**config.mk**
```make
export PLATFORM = sky130hd
export DESIGN_NAME = mc_controller
export DESIGN_NICKNAME = d
export VERILOG_FILES = /design/src/rtl/mc_pkg.sv /design/src/rtl/mc_controller_alu_decoder.sv /design/src/rtl/mc_controller.sv
export SDC_FILE = /design/constraint.sdc
export NUM_CORES = 1
export LEC_CHECK = 0
export CAP_MARGIN = 30
export CORE_MARGIN = 8
export CORE_UTILIZATION = 35
export DETAILED_ROUTE_END_ITERATION = 16
export GPL_TIMING_DRIVEN = 0
export PLACE_DENSITY = 0.72
export SYNTH_ARGS = -nofsm -noshare
export SYNTH_HDL_FRONTEND = slang
export SYNTH_HIERARCHICAL = 1
export SYNTH_SLANG_ARGS = --single-unit
```
**constraint.sdc**
```tcl
create_clock -name clk -period 2.25 [get_ports clk]
set_clock_uncertainty 0.1 [all_clocks]
set_input_delay 0.225 -clock clk [delete_from_list [all_inputs] [get_ports clk]]
set_output_delay 0.225 -clock clk [all_outputs]
set_load 0.1 [all_outputs]
```
**src/rtl/mc_pkg.sv**
```systemverilog
// Shared encodings for the multicycle control unit.
// States, ALU selects, opcodes and datapath mux selects.
package mc_pkg;

  typedef enum logic [3:0] {
    S_FETCH,
    S_DECODE,
    S_MEMADR,
    S_MEMREAD,
    S_MEMWB,
    S_MEMWRITE,
    S_EXECUTER,
    S_EXECUTEI,
    S_ALUWB,
    S_BEQ,
    S_JAL
  } state_t;

  localparam logic [1:0] ALUOP_ADD   = 2'b00;
  localparam logic [1:0] ALUOP_SUB   = 2'b01;
  localparam logic [1:0] ALUOP_FUNCT = 2'b10;

  localparam logic [2:0] ALU_ADD = 3'b000;
  localparam logic [2:0] ALU_SUB = 3'b001;
  localparam logic [2:0] ALU_AND = 3'b010;
  localparam logic [2:0] ALU_OR  = 3'b011;
  localparam logic [2:0] ALU_SLT = 3'b101;

  localparam logic [6:0] OP_LW  = 7'b0000011;
  localparam logic [6:0] OP_SW  = 7'b0100011;
  localparam logic [6:0] OP_R   = 7'b0110011;
  localparam logic [6:0] OP_I   = 7'b0010011;
  localparam logic [6:0] OP_JAL = 7'b1101111;
  localparam logic [6:0] OP_BEQ = 7'b1100011;

  localparam logic [1:0] SRCA_PC    = 2'b00;
  localparam logic [1:0] SRCA_OLDPC = 2'b01;
  localparam logic [1:0] SRCA_RS1   = 2'b10;

  localparam logic [1:0] SRCB_RS2  = 2'b00;
  localparam logic [1:0] SRCB_IMM  = 2'b01;
  localparam logic [1:0] SRCB_FOUR = 2'b10;

  localparam logic [1:0] RES_ALUOUT    = 2'b00;
  localparam logic [1:0] RES_DATA      = 2'b01;
  localparam logic [1:0] RES_ALURESULT = 2'b10;

  localparam logic [1:0] IMM_I = 2'b00;
  localparam logic [1:0] IMM_S = 2'b01;
  localparam logic [1:0] IMM_B = 2'b10;
  localparam logic [1:0] IMM_J = 2'b11;

  localparam logic ADR_PC     = 1'b0;
  localparam logic ADR_RESULT = 1'b1;

  // Immediate format follows the opcode alone.
  function automatic logic [1:0] imm_sel(input logic [6:0] op);
    unique case (op)
      OP_SW:   imm_sel = IMM_S;
      OP_BEQ:  imm_sel = IMM_B;
      OP_JAL:  imm_sel = IMM_J;
      default: imm_sel = IMM_I;
    endcase
  endfunction

endpackage

```
**src/rtl/mc_controller_alu_decoder.sv**
```systemverilog
// ALU operation decode from ALUOp and the funct fields.
// Flags funct3 values the ALU cannot execute.
module alu_decoder
  import mc_pkg::*;
(
  input  logic [1:0] aluop,
  input  logic [2:0] funct3,
  input  logic       op5,
  input  logic       funct7b5,
  output logic [2:0] alucontrol,
  output logic       bad_funct
);

  // Select ALU op; funct decode only when ALUOp asks for it.
  always_comb begin
    alucontrol = ALU_ADD;
    bad_funct  = 1'b0;
    case (aluop)
      ALUOP_SUB: alucontrol = ALU_SUB;
      ALUOP_FUNCT: begin
        case (funct3)
          3'b000:  alucontrol = (op5 & funct7b5) ? ALU_SUB : ALU_ADD;
          3'b010:  alucontrol = ALU_SLT;
          3'b110:  alucontrol = ALU_OR;
          3'b111:  alucontrol = ALU_AND;
          default: bad_funct  = 1'b1;
        endcase
      end
      default: alucontrol = ALU_ADD;
    endcase
  end

endmodule

```
**src/rtl/mc_controller.sv**
```systemverilog
// Multicycle RISC-V control FSM.
// Moore decode of the state register; PCWrite gated by Zero.
module mc_controller
  import mc_pkg::*;
(
  input  logic       clk,
  input  logic       reset,
  input  logic [6:0] op,
  input  logic [2:0] funct3,
  input  logic       funct7b5,
  input  logic       Zero,
  output logic [2:0] ALUControl,
  output logic [1:0] ALUSrcA,
  output logic [1:0] ALUSrcB,
  output logic [1:0] ResultSrc,
  output logic [1:0] ImmSrc,
  output logic       AdrSrc,
  output logic       IRWrite,
  output logic       PCWrite,
  output logic       RegWrite,
  output logic       MemWrite,
  output logic       Illegal,
  output logic       InstrDone
);

  state_t     state, state_n;
  logic [1:0] aluop;
  logic       pcupdate, branch;
  logic       irw, regw, memw, done;
  logic       op_ok, dec_bad, bad_funct;

  // Opcodes this unit knows how to sequence.
  always_comb begin
    op_ok = (op == OP_LW) | (op == OP_SW) | (op == OP_R) |
            (op == OP_I) | (op == OP_JAL) | (op == OP_BEQ);
  end

  // State register; reset abandons any instruction in flight.
  always_ff @(posedge clk or posedge reset) begin
    if (reset) state <= S_FETCH;
    else       state <= state_n;
  end

  // Next-state selection.
  always_comb begin
    state_n = S_FETCH;
    case (state)
      S_FETCH:  state_n = S_DECODE;
      S_DECODE: begin
        unique case (1'b1)
          (op == OP_LW),
          (op == OP_SW):  state_n = S_MEMADR;
          (op == OP_R):   state_n = S_EXECUTER;
          (op == OP_I):   state_n = S_EXECUTEI;
          (op == OP_JAL): state_n = S_JAL;
          (op == OP_BEQ): state_n = S_BEQ;
          default:        state_n = S_FETCH;
        endcase
      end
      S_MEMADR:   state_n = (op == OP_LW) ? S_MEMREAD : S_MEMWRITE;
      S_MEMREAD:  state_n = S_MEMWB;
      S_EXECUTER,
      S_EXECUTEI,
      S_JAL:      state_n = S_ALUWB;
      default:    state_n = S_FETCH;
    endcase
  end

  // Per-state datapath controls.
  always_comb begin
    ALUSrcA   = SRCA_PC;
    ALUSrcB   = SRCB_RS2;
    ResultSrc = RES_ALUOUT;
    AdrSrc    = ADR_PC;
    aluop     = ALUOP_ADD;
    irw       = 1'b0;
    pcupdate  = 1'b0;
    branch    = 1'b0;
    regw      = 1'b0;
    memw      = 1'b0;
    done      = 1'b0;
    dec_bad   = 1'b0;
    case (state)
      S_FETCH: begin
        irw       = 1'b1;
        ALUSrcB   = SRCB_FOUR;
        ResultSrc = RES_ALURESULT;
        pcupdate  = 1'b1;
      end
      S_DECODE: begin
        ALUSrcA = SRCA_OLDPC;
        ALUSrcB = SRCB_IMM;
        dec_bad = ~op_ok;
        done    = ~op_ok;
      end
      S_MEMADR: begin
        ALUSrcA = SRCA_RS1;
        ALUSrcB = SRCB_IMM;
      end
      S_MEMREAD: AdrSrc = ADR_RESULT;
      S_MEMWB: begin
        ResultSrc = RES_DATA;
        regw      = 1'b1;
        done      = 1'b1;
      end
      S_MEMWRITE: begin
        AdrSrc = ADR_RESULT;
        memw   = 1'b1;
        done   = 1'b1;
      end
      S_EXECUTER: begin
        ALUSrcA = SRCA_RS1;
        aluop   = ALUOP_FUNCT;
      end
      S_EXECUTEI: begin
        ALUSrcA = SRCA_RS1;
        ALUSrcB = SRCB_IMM;
        aluop   = ALUOP_FUNCT;
      end
      S_ALUWB: begin
        regw = 1'b1;
        done = 1'b1;
      end
      S_BEQ: begin
        ALUSrcA = SRCA_RS1;
        aluop   = ALUOP_SUB;
        branch  = 1'b1;
        done    = 1'b1;
      end
      S_JAL: begin
        ALUSrcA  = SRCA_OLDPC;
        ALUSrcB  = SRCB_FOUR;
        pcupdate = 1'b1;
      end
      default: ;
    endcase
  end

  alu_decoder u_alu_dec (
    .aluop      (aluop),
    .funct3     (funct3),
    .op5        (op[5]),
    .funct7b5   (funct7b5),
    .alucontrol (ALUControl),
    .bad_funct  (bad_funct)
  );

  assign ImmSrc    = imm_sel(op);
  assign IRWrite   = irw & ~reset;
  assign PCWrite   = (pcupdate | (branch & Zero)) & ~reset;
  assign RegWrite  = regw & ~reset;
  assign MemWrite  = memw & ~reset;
  assign Illegal   = (dec_bad | bad_funct) & ~reset;
  assign InstrDone = done & ~reset;

endmodule

```
==> results.py <==
metrics = {
    "run_status": {
        "status": "completed",
    },
    "sta": {
        "finalSetupTns_ns": 0,
        "finalSetupViolCount": 0,
        "final-max-slew-violation-count": 0,
        "fin_crit_sh": 0.967,
        "finalHoldViolCount": 0,
        "setup_slack_ns": 0.0739,
        "relSlewSlack": 0.635,
        "max_freq_mhz": 460,
        "tightest_slew_ns": 0.550,
        "period_minus_slack_ns": 2.18,
    },
    "drt": {
        "vias_per_cell": 5.41,
        "drc": 0,
        "vias": 768,
        "first_pass_iters": 4,
        "wirelength_mm": 2.11,
        "drt_iter0_drc": 7,
        "wl_per_cell_um": 14.8,
        "ant_nets": 0,
    },
    "clocking": {
        "cts_buffers": 3,
        "postCtsSetupRepairBufs": 0,
        "clkTransAtPathRegs_ns": 0.04,
        "clk_latency_ns": 0.25,
        "tritoncts": "yes",
        "root_buffer": "clkbuf_4",
        "clock_path_buffers": 2,
        "cts_sinks": 4,
        "cts_hold_buf": 0,
        "htreeDepth": 1,
    },
    "synthesis": {
        "synth_top_area_cell": "dfrtp_1",
        "yosys.area_share.simple": 0.451,
        "synth-seq-cells": 4,
        "synth-warning-count": 6,
        "yosysSeqAreaShare": 0.158,
        "synth_xor_area_frac": 0.0554,
        "synth_compound_area_frac": 0.222,
        "synth_cells": 83,
        "synth.area.top_cells": "dfrtp_1 16%, nand2b_1 5.0%, xnor2_1 4.2%",
        "synth_top_family_by_area": "simple AND/OR/NAND/NOR gates",
        "ys.flop_type": "dfrtp_1",
        "yosysTopAreaCellShare": 0.158,
        "synthMuxAreaShare": 0,
        "syn_area_per_cell_um2": 7.61,
        "syn_nets": 99,
        "mappedNetlistArea_um2": 632,
        "synth_fa_ha_area_frac": 0.0396,
        "synthTopCellsByCount": "6 x inv_1, 6 x nor2_1, 5 x nand2b_1, 5 x nor3_1",
        "async_flop_share": 1.00,
        "synth-edff-count": 0,
        "synth_cell_type_count": 42,
    },
    "critical_path": {
        "cp-start-kind": "register",
        "worst-r2r-cell-count": 4,
        "arrival_ns": 1.85,
        "critPathRequiredTime_ns": 1.92,
        "crit_type": "reg2out",
        "endpoint_kind": "output pin",
        "crit_path_max_fanout": 7,
    },
    "global_routing": {
        "grt_start_max_net_pins": 11,
        "antenna_found_initial": 0,
        "grt_usage": 0.126,
        "first_global_vias": 761,
        "grt_pass1_wl_mm": 3.50,
        "overflow": 0,
    },
    "pwr": {
        "p_leak_nw": 0.464,
        "p_per_area_nw_per_um2": 901,
        "peakVddDrop_uv": 691,
    },
    "finish": {
        "drive_above_1_share": 0.470,
        "largest_registers": "state: 4 flops",
        "post-route-util": 0.666,
        "area_growth_pct": 80.0,
        "regMostFlops": "state",
        "largest_register_ffs": 4,
        "fin_nets": 135,
        "antenna_cells": 0,
    },
    "placed_design": {
        "portBuffers": 31,
        "place.gp.congestion": 0.807,
        "dp_hpwl_mm": 1.66,
        "place_ws_ns": -0.795,
    },
    "floorplanning": {
        "die_w_um": 58.5,
        "core_area_um2": 1710,
        "ios": 32,
        "die-height_um": 58.5,
        "std_cell_rows": 15,
        "dieArea_um2": 3420,
        "start_util": 0.370,
    },
    "min_path": {
        "hold_class": "in2reg",
        "whs_path_depth": 3,
    },
    "job": {
        "cap_violations": 0,
    },
}
## metal layers
layer  global-route usage  vias up  wire (um)
met4               0.0350        0         12
met5                    0        -          0
met2                0.200       22       1030
li1                     -      373          -
met1                0.145      371        907
met3               0.0609        2        152
## power breakdown
group,internal [mW],switching (mW)
clock network,0.0602,0.0375
registers,0.0828,0.00550
logic,0.201,0.638
## kinds of logic (layout without fill, tap and decap cells)
kind of cell,after synthesis,in the layout
DFF,4,4
xor gates and xnor gates,4,4
and+or+nand+nor,44,44
AOI/OAI and AO/OA,18,18
adders and majority gates,2,2
buffers and inverters,11,45
## metrics by stage
stage	hold WS [ns]	total power [mW]	area (um2)	cells
final	0.344	1.02	1140	142
after global routing	0.377	1.07	1140	142
after CTS	0.348	1.03	1130	142
after detailed placement	0.507	0.953	1100	139
after global placement	0.489	0.952	1100	139
after floorplan	-0.0847	0.767	762	83
## layout by cell type (no fill, tap or decap), types with 2 or more instances in the layout
| cell | instances |
|---|---|
| xnor2_1 | 3 |
| clkdlybuf4s50_1 | 12 |
| nor3_2 | 3 |
| nand2b_1 | 4 |
| inv_2 | 2 |
| dfrtp_1 | 3 |
| a21oi_1 | 3 |
| nor2_2 | 2 |
| a21boi_2 | 2 |
| inv_1 | 4 |
| and2_4 | 2 |
| nand3_1 | 2 |
| nor3b_1 | 2 |
| buf_2 | 8 |
| or3_1 | 2 |
| clkbuf_4 | 5 |
| clkdlybuf4s15_2 | 6 |
| buf_6 | 5 |
| nor4_2 | 2 |
| nor2_1 | 4 |
| o21ai_0 | 2 |
| nand2_1 | 3 |
| or2b_1 | 2 |
| o41ai_2 | 2 |
## final timing paths
kind	from	end	slack [ns]
min reg2reg	state[2]	state[0]	0.53
min in group asynchronous	reset	state[3]	0.35
min	op[4]	state[2]	0.34
max reg2reg	state[0]	state[1]	0.91
max in group asynchronous	reset	state[1]	1.47
max	state[1]	ALUControl[0]	0.07
## critical path, stage by stage (launching register included)
cell,delay [ns]
dfrtp_2,0.45
and4bb_2,0.37
ha_1,0.19
inv_1,0.07
a221oi_4,0.30
buf_12,0.21
## timing repair
item | CTS | global route
pin swaps | 1 | 4
setup endpoints to repair | 18 | 12
resized for setup | 83 | 19
## area by class of cell
type | instances | area, um2
plain buffers | 5 | 40.0
clock buffers | 3 | 22.5
fillers | 148 | 571
inverters | 6 | 22.5
multi-input cells | 68 | 623
flip-flops and latches | 4 | 101
well taps | 25 | 31.3
repair buffers | 31 | 297
Power figures use the tool's default switching activity.
